**config.mk**
```make
export PLATFORM = sky130hd
export DESIGN_NAME = aes_block_scheduler
export DESIGN_NICKNAME = d
export VERILOG_FILES = /design/src/rtl/aes_block_scheduler.sv
export SDC_FILE = /design/constraint.sdc
export NUM_CORES = 1
export LEC_CHECK = 0
export BUFFER_PORTS_ARGS = -buffer_cell sky130_fd_sc_hd__buf_4
export CORE_AREA = 2 2 206 208
export CTS_BUF_LIST = sky130_fd_sc_hd__clkbuf_16
export DETAILED_ROUTE_END_ITERATION = 8
export DIE_AREA = 0 0 208 210
export SKIP_LAST_GASP = 1
export SYNTH_ARGS = -nofsm -noshare
export SYNTH_HDL_FRONTEND = slang
export SYNTH_SLANG_ARGS = --single-unit
export TNS_END_PERCENT = 30
```
**constraint.sdc**
```tcl
create_clock -name HCLK -period 3.9 [get_ports HCLK]
set_clock_uncertainty 0.2 [all_clocks]
set_input_delay 0.195 -clock HCLK [delete_from_list [all_inputs] [get_ports HCLK]]
set_output_delay 0.195 -clock HCLK [all_outputs]
set_load 0.005 [all_outputs]
```
**src/rtl/aes_block_scheduler.sv**
```systemverilog
// Sequencer between the AHB register/FIFO side and the AES round core.
// Tracks key validity and mode, runs one block at a time from the input FIFO into the output buffer.
module aes_block_scheduler #(
    parameter int NUM_BLOCKS = 4,
    localparam int CNT_W = $clog2(NUM_BLOCKS + 1)
) (
    input  logic             HCLK,
    input  logic             HRESETn,
    input  logic             enc_sel_i,
    input  logic             dec_sel_i,
    input  logic             key_load_i,
    input  logic [CNT_W-1:0] in_count_i,
    input  logic [127:0]     in_block_i,
    output logic             in_pop_o,
    output logic             core_key_start_o,
    input  logic             core_key_done_i,
    output logic             core_start_o,
    output logic             core_decrypt_o,
    output logic [127:0]     core_block_o,
    input  logic             core_done_i,
    input  logic [127:0]     core_result_i,
    output logic             out_wr_o,
    output logic [127:0]     out_block_o,
    input  logic             out_full_i,
    output logic             busy_o,
    output logic [2:0]       blocks_done_o,
    output logic [2:0]       state_o
);

    localparam logic [2:0] S_NO_KEY  = 3'd0;
    localparam logic [2:0] S_KEY_EXP = 3'd1;
    localparam logic [2:0] S_IDLE    = 3'd2;
    localparam logic [2:0] S_FETCH   = 3'd3;
    localparam logic [2:0] S_RUN     = 3'd4;
    localparam logic [2:0] S_STORE   = 3'd5;

    // Handshakes: core/key start are one-cycle pulses on state entry; done pulses are only
    // accepted in the matching state; out_wr_o fires only while the buffer is not full.
    logic [2:0]   state_q, state_d;
    logic         first_q, first_d;
    logic         mode_q, mode_d;
    logic         pend_valid_q, pend_valid_d;
    logic         pend_mode_q, pend_mode_d;
    logic [127:0] core_block_q, core_block_d;
    logic [127:0] out_block_q, out_block_d;
    logic [2:0]   blocks_done_q, blocks_done_d;

    logic mode_pulse;
    logic in_flight;
    logic store_ok;

    always_comb begin
        state_d       = state_q;
        first_d       = 1'b0;
        mode_d        = mode_q;
        pend_valid_d  = pend_valid_q;
        pend_mode_d   = pend_mode_q;
        core_block_d  = core_block_q;
        out_block_d   = out_block_q;
        blocks_done_d = blocks_done_q;

        mode_pulse = enc_sel_i ^ dec_sel_i;
        in_flight  = (state_q == S_FETCH) || (state_q == S_RUN) || (state_q == S_STORE);
        store_ok   = (state_q == S_STORE) && !out_full_i && !key_load_i;

        case (state_q)
            S_NO_KEY: state_d = S_NO_KEY;
            S_KEY_EXP: begin
                if (core_key_done_i) state_d = S_IDLE;
            end
            S_IDLE: begin
                if (in_count_i != '0) state_d = S_FETCH;
            end
            S_FETCH: begin
                core_block_d = in_block_i;
                first_d      = 1'b1;
                state_d      = S_RUN;
            end
            S_RUN: begin
                // The start cycle cannot carry a result for this block.
                if (!first_q && core_done_i) begin
                    out_block_d = core_result_i;
                    state_d     = S_STORE;
                end
            end
            S_STORE: begin
                if (store_ok) begin
                    blocks_done_d = blocks_done_q + 3'd1;
                    state_d       = S_IDLE;
                end
            end
            default: state_d = S_NO_KEY;
        endcase

        if (key_load_i) begin
            state_d       = S_KEY_EXP;
            first_d       = 1'b1;
            blocks_done_d = 3'd0;
            out_block_d   = out_block_q;
        end

        if (mode_pulse) begin
            if (in_flight) begin
                pend_valid_d = 1'b1;
                pend_mode_d  = dec_sel_i;
            end else begin
                mode_d       = dec_sel_i;
                pend_valid_d = 1'b0;
            end
        end

        // A deferred mode change lands as the in-flight block retires.
        if ((state_d == S_IDLE) && (state_q != S_IDLE) && pend_valid_d) begin
            mode_d       = pend_mode_d;
            pend_valid_d = 1'b0;
        end
    end

    always_ff @(posedge HCLK or negedge HRESETn) begin
        if (!HRESETn) begin
            state_q       <= S_NO_KEY;
            first_q       <= 1'b0;
            mode_q        <= 1'b0;
            pend_valid_q  <= 1'b0;
            pend_mode_q   <= 1'b0;
            core_block_q  <= '0;
            out_block_q   <= '0;
            blocks_done_q <= '0;
        end else begin
            state_q       <= state_d;
            first_q       <= first_d;
            mode_q        <= mode_d;
            pend_valid_q  <= pend_valid_d;
            pend_mode_q   <= pend_mode_d;
            core_block_q  <= core_block_d;
            out_block_q   <= out_block_d;
            blocks_done_q <= blocks_done_d;
        end
    end

    assign in_pop_o         = (state_q == S_FETCH);
    assign core_key_start_o = (state_q == S_KEY_EXP) && first_q;
    assign core_start_o     = (state_q == S_RUN) && first_q;
    assign core_decrypt_o   = mode_q;
    assign core_block_o     = core_block_q;
    assign out_wr_o         = store_ok;
    assign out_block_o      = out_block_q;
    assign busy_o           = (state_q != S_NO_KEY) && (state_q != S_IDLE);
    assign blocks_done_o    = blocks_done_q;
    assign state_o          = state_q;

endmodule

```
* Word level (Yosys, flattened, before mapping)
Cells that the tools add are included. W data, S select, Z words.
Word-level totals: flip-flop bits (word level) 266, input bits 267, output and inout bits 268, word-level logic and storage cells 59
Cells by class: add/sub/neg operators 1, equality and inequality tests 8, mux-type cells 19, bitwise gates (word level) 2, reductions and logical operators 21
Operator list (number):
- $mux W3 | 8
- $pmux W3 S5 | 1
- $mux W1 | 10
- $eq A3 B2 Y1 const B | 3
- $logic_and A1 B1 Y1 | 8
- $eq A3 B3 Y1 const B | 2
- $reduce_bool A2 Y1 | 3
- $reduce_bool A3 Y1 | 2
- $reduce_and A2 Y1 | 2
- $add A3 B1 Y3 const B | 1
- $eq A3 B1 Y1 const B | 1
- $logic_not A1 Y1 | 3
- $ne A3 B2 Y1 const B | 1
- $reduce_and A3 Y1 | 1
- $logic_or A1 B1 Y1 | 2
- $ne A2 B1 Y1 const B | 1
- $not A1 Y1 | 1
- $xor A1 B1 Y1 | 1

* Longest topological paths before layout
word-level depth 11, mapped depth 7, mapped depth without buffers 5

* Worst setup path before layout
No wires, ideal clock.
kind register to register, from register state_q[1] (netlist: state_o[1]), to register out_block_q[100] (netlist: out_block_o[100]), library setup time 0.125 ns, arrival 1.553 ns, data required time 3.575 ns, setup slack 2.022 ns, cell stages (with the launch flop) 8, path buffers 3, clock period less this slack 1.878 ns, path through dfrtp_1 buf_6 nor2b_4 nand4b_2 nor2_4 buf_12 buf_12 mux2_4
On the way: longest elaborated chain between the ends 2
Ends and longest elaborated chain:
- from (decl) | RTL line 39 | logic [2:0] state_q, state_d;
- from (signal assigned) | RTL line 130 | state_q <= state_d;
- $eq A3 B3 Y1 | RTL line 66 | case (state_q)
- $reduce_and A3 Y1 (no source line)
- to (signal assigned) | RTL line 136 | out_block_q <= out_block_d;
- to (decl) | RTL line 45 | logic [127:0] out_block_q, out_block_d;
No other way between the ends. A chain may end at the register's enable or synchronous reset.

* Final worst setup path
from register state_q[1] (netlist: state_o[1]), to register mode_q (netlist: core_decrypt_o)
On the way: elaborated cells on any way between the ends 27, classes of those cells eq/ne: 8; mux: 11; reduce/logical: 8
RTL lines:
- $eq A3 B2 Y1 / $eq A3 B3 Y1 (equally long branches) | RTL line 63 | in_flight = (state_q == S_FETCH) || (state_q == S_RUN) || (state_q == S_STORE);
- $logic_or A1 B1 Y1 | RTL line 63
- $logic_or A1 B1 Y1 * | RTL line 63
- $mux W1 * | RTL line 103 | if (in_flight) begin
- $mux W1 * | RTL line 102 | if (mode_pulse) begin
- net pend_mode_d | RTL line 43 | logic pend_mode_q, pend_mode_d;
- $mux W1 * | RTL line 113 | if ((state_d == S_IDLE) && (state_q != S_IDLE) && pend_valid_d) begin
- to (signal assigned) | RTL line 132 | mode_q <= mode_d;
- to (decl) | RTL line 41 | logic mode_q, mode_d;
The timed path passes the listed nets; every way through them passes the cells marked *.

==> impl_summary.txt <==
----------------------------------------------------
[Timing]
  Highest attainable clock frequency ... 363 MHz
  Final number of setup-violating endpoints ... 0
  Slew margin rel. ... 0.355
  Actual transition at the worst max-transition pin ... 968 ps
  Max-slew violation count ... 0
  Ratio of final minimum period to clock period ... 0.707
  Final total negative setup slack ... 0 ps
  Setup repair after global routing missed its margin ... false
  Final period demand of the worst path ... 2760 ps
  Final number of hold-violating endpoints ... 0

[Final layout]
  Layout overhead on the synthesized area ... 78.0%
  Final Instance Count excl. Fillers ... 2,254
  Fillcell total ... 3,639
  Diodes inserted ... 0
  Design Area, Final ... 19,000 sq um
  Share of post-route cells with drive strength above 1 ... 0.419
  Net count of the finished layout ... 1,959

[Synth]
  Mapped Area ... 10,700 sq um
  Top flip-flop cell by instance count after synthesis ... dfrtp_1
  Biggest area contributors in the synthesized netlist ... dfrtp_1 62%, mux2_4 14%, nand2_1 14%
  Fraction of registers with async set/reset ... 1.00
  Sequential element share of the synthesized area ... 0.622
  Number of synthesized flops with an enable pin ... 0
  Gate count after technology mapping ... 881
  Area share of the largest cell type after synthesis ... 0.622
  Top cell type by total area after synthesis ... dfrtp_1
  Yosys reg bits ... 266
  Yosys cell types ... 39
  Yosys warns ... 0
  Syn_area_per_cell ... 12.1 sq um
  Post-Synthesis Net Count ... 1,149

[Routing]
  Total number of vias ... 9,479
  Residual antenna-violating net count after detailed routing ... 0
  Initial DRC Count ... 449
  TritonRoute pass-1 iters ... 5
  Wire length reported by the detailed router ... 37,100 microns
  DRC violations left ... 0
  Vias/cell ... 4.21
  Post-detailed-route wirelength per cell ... 16.5 microns

[Critical path]
  Reg2reg path depth ... 6
  Critical Path RT ... 4200 ps
  Setup CP Type ... flip-flop to flip-flop
  Kind of launch point of the worst setup path ... flip-flop
  Crit. End Element ... flip-flop
  Arrival time reported for the critical path endpoint ... 3060 ps
  Critical path fanouts, max ... 75

[Clock tree]
  Clk Latency, worst-skew pair ... 560 ps
  Htree depth ... 1
  Post-CTS Setup Repair Bufs ... 0
  Sinks on the clock net ... 266
  Clock transition at the registers of the reported paths ... 60 ps
  CTS Root Buffer Type ... clkbuf_16
  Clock tree from TritonCTS ... done
  Total CTS buffers ... 30
  Worst-case clock buffer depth ... 3

[Global routing]
  Combined global-route utilization of all metal layers ... 0.164
  Vias in the first global route ... 10,100
  Initial antenna violation count ... 0
  Sum of overflow across all layers after global routing ... 0
  Wire length of the first global-routing pass ... 57,900 microns
  Pin count of the biggest net entering global routing ... 121

[Job]
  Count of max-cap constraint violations ... 0

[Floorplanning]
  Count of standard-cell rows ... 75
  Number of top-level pins ... 535
  Width of the die ... 208 microns
  Overall die area ... 43,700 sq um
  Floorplan core area ... 41,500 sq um
  Die Y-Extent ... 210 microns
  Initial core utilization ... 0.258

[Power]
  Power density of the placed cells ... 516 nW/um^2
  Maximum VDD drop ... 0.339 mV
  Total power draw ... 9.83 mW
  Total leakage power ... 9.96 nW

[Place]
  Placed wire-length estimate ... 23,900 microns
  Cell area after placement ... 15,200 sq um
  Total instance count after detailed placement ... 1,924
  Final Wtd Congestion ... 0.793
  Buffers on Ports ... 534

[Worst hold path]
  Kind of path behind the tightest hold check ... input pin to asynchronous set/reset pin

[Run status]
  Status ... finished, final reports clean

----------------------------------------------------
path summary, 6_finish.rpt:
kind / startpoint / endpoint / slack, ps
min reg2reg: core_block_o[3]$_DFFE_PN0P_ / core_block_o[3]$_DFFE_PN0P_ / 280
min in group HCLK: in_block_i[115] / core_block_o[115]$_DFFE_PN0P_ / 150
max reg2reg: state_o[1]$_DFF_PN0_ / core_decrypt_o$_DFFE_PN0P_ / 1140
max in group asynchronous: HRESETn / core_block_o[104]$_DFFE_PN0P_ / 2430
min: HRESETn / out_block_o[64]$_DFFE_PN0P_ / 150
max: state_o[1]$_DFF_PN0_ / core_decrypt_o$_DFFE_PN0P_ / 1140
kinds of logic after synthesis:
group | share of synthesized area
flip-flops | 0.622
adder cells (fa/ha/maj) | 0.00117
XOR/XNOR | 0.00246
AND/OR/NAND/NOR | 0.155
multiplexers | 0.173
AO/OA/AOI/OAI | 0.00760
buffers and inverters | 0.0386
per-stage QoR:
stage               setup slack [ps]  utilization  hold slack (ps)
global placement                1380        0.366              176
global route                     891        0.459              143
floorplan                       2020            -             -301
CTS                             1100        0.459              104
finish                          1140        0.459              151
detailed placement              1320        0.366              179
cells in the mapped netlist, types with 3 or more instances:
cell and instances:
nand2b_1 5, clkbuf_1 10, mux2_1 15, buf_1 4
mux2_4 100, mux2_2 14, inv_1 3, nand2_1 390
a21oi_1 4, o21ai_0 4, buf_2 16, buf_6 3
nor2_1 6, buf_12 11, dfrtp_1 266
layer usage:
layer	GRT usage	up-vias	part of all wire
met2	0.289	385	0.50
met4	0.0499	0	0.024
met5	0	-	0
li1	-	4438	-
met3	0.0365	51	0.068
met1	0.201	4605	0.40
placed cells by master (no fill, tap or decap), types with 2 or more instances in the layout:
master	instances
buf_4	542
a21oi_1	4
mux2_1	15
nand2_1	390
bufinv_16	9
inv_1	2
nor2b_1	2
dlygate4sd3_1	274
clkinv_2	6
mux2i_1	2
and3_1	2
buf_12	6
nand3_1	2
mux2_2	14
dfrtp_1	266
o21ai_0	4
nor2_1	6
nand3b_1	2
mux2_4	100
clkinv_1	7
nand2b_1	5
clkinv_4	2
clkbuf_16	30
xor2_1	2
area by class of cell:
| type | count | area [sq um] | share of cell area |
|---|---|---|---|
| timing repair buffer | 823 | 6950 | 0.365 |
| multi-input combinational | 567 | 3630 | 0.191 |
| inverter | 3 | 13.8 | 0.000723 |
| clock inverter | 26 | 368 | 0.0193 |
| tap | 539 | 674 | 0.0354 |
| sequential | 266 | 6660 | 0.350 |
| clock buffer | 30 | 751 | 0.0394 |
sequential cells by signal (all words and copies together) (netlist names):
register        flops
blocks_done_o       3
core_block_o      128
core_decrypt_o      1
first_q             1
out_block_o       128
pend_mode_q         1
pend_valid_q        1
state_o             3
report_power, final:
part | leakage [nW] | internal [mW] | switching [mW] | total [mW]
sequential | 3.45 | 3.49 | 0.456 | 3.94
combinational | 5.96 | 1.62 | 1.08 | 2.70
clock | 0.547 | 2.00 | 1.19 | 3.19
critical path, cell delays in order, from the launching register on:
cell and delay, ps:
dfrtp_1 570, nand3b_1 270, inv_4 700, a21oi_1 140, nand3_1 120, dlygate4sd3_1 560
mux2_1 130
what timing repair did:
| action | in CTS | in global routing |
|---|---|---|
| gates resized for setup | 0 | 0 |
| hold buffers | 274 | 0 |
| hold endpoints to repair | 382 | 0 |
Power figures use the tool's default switching activity.
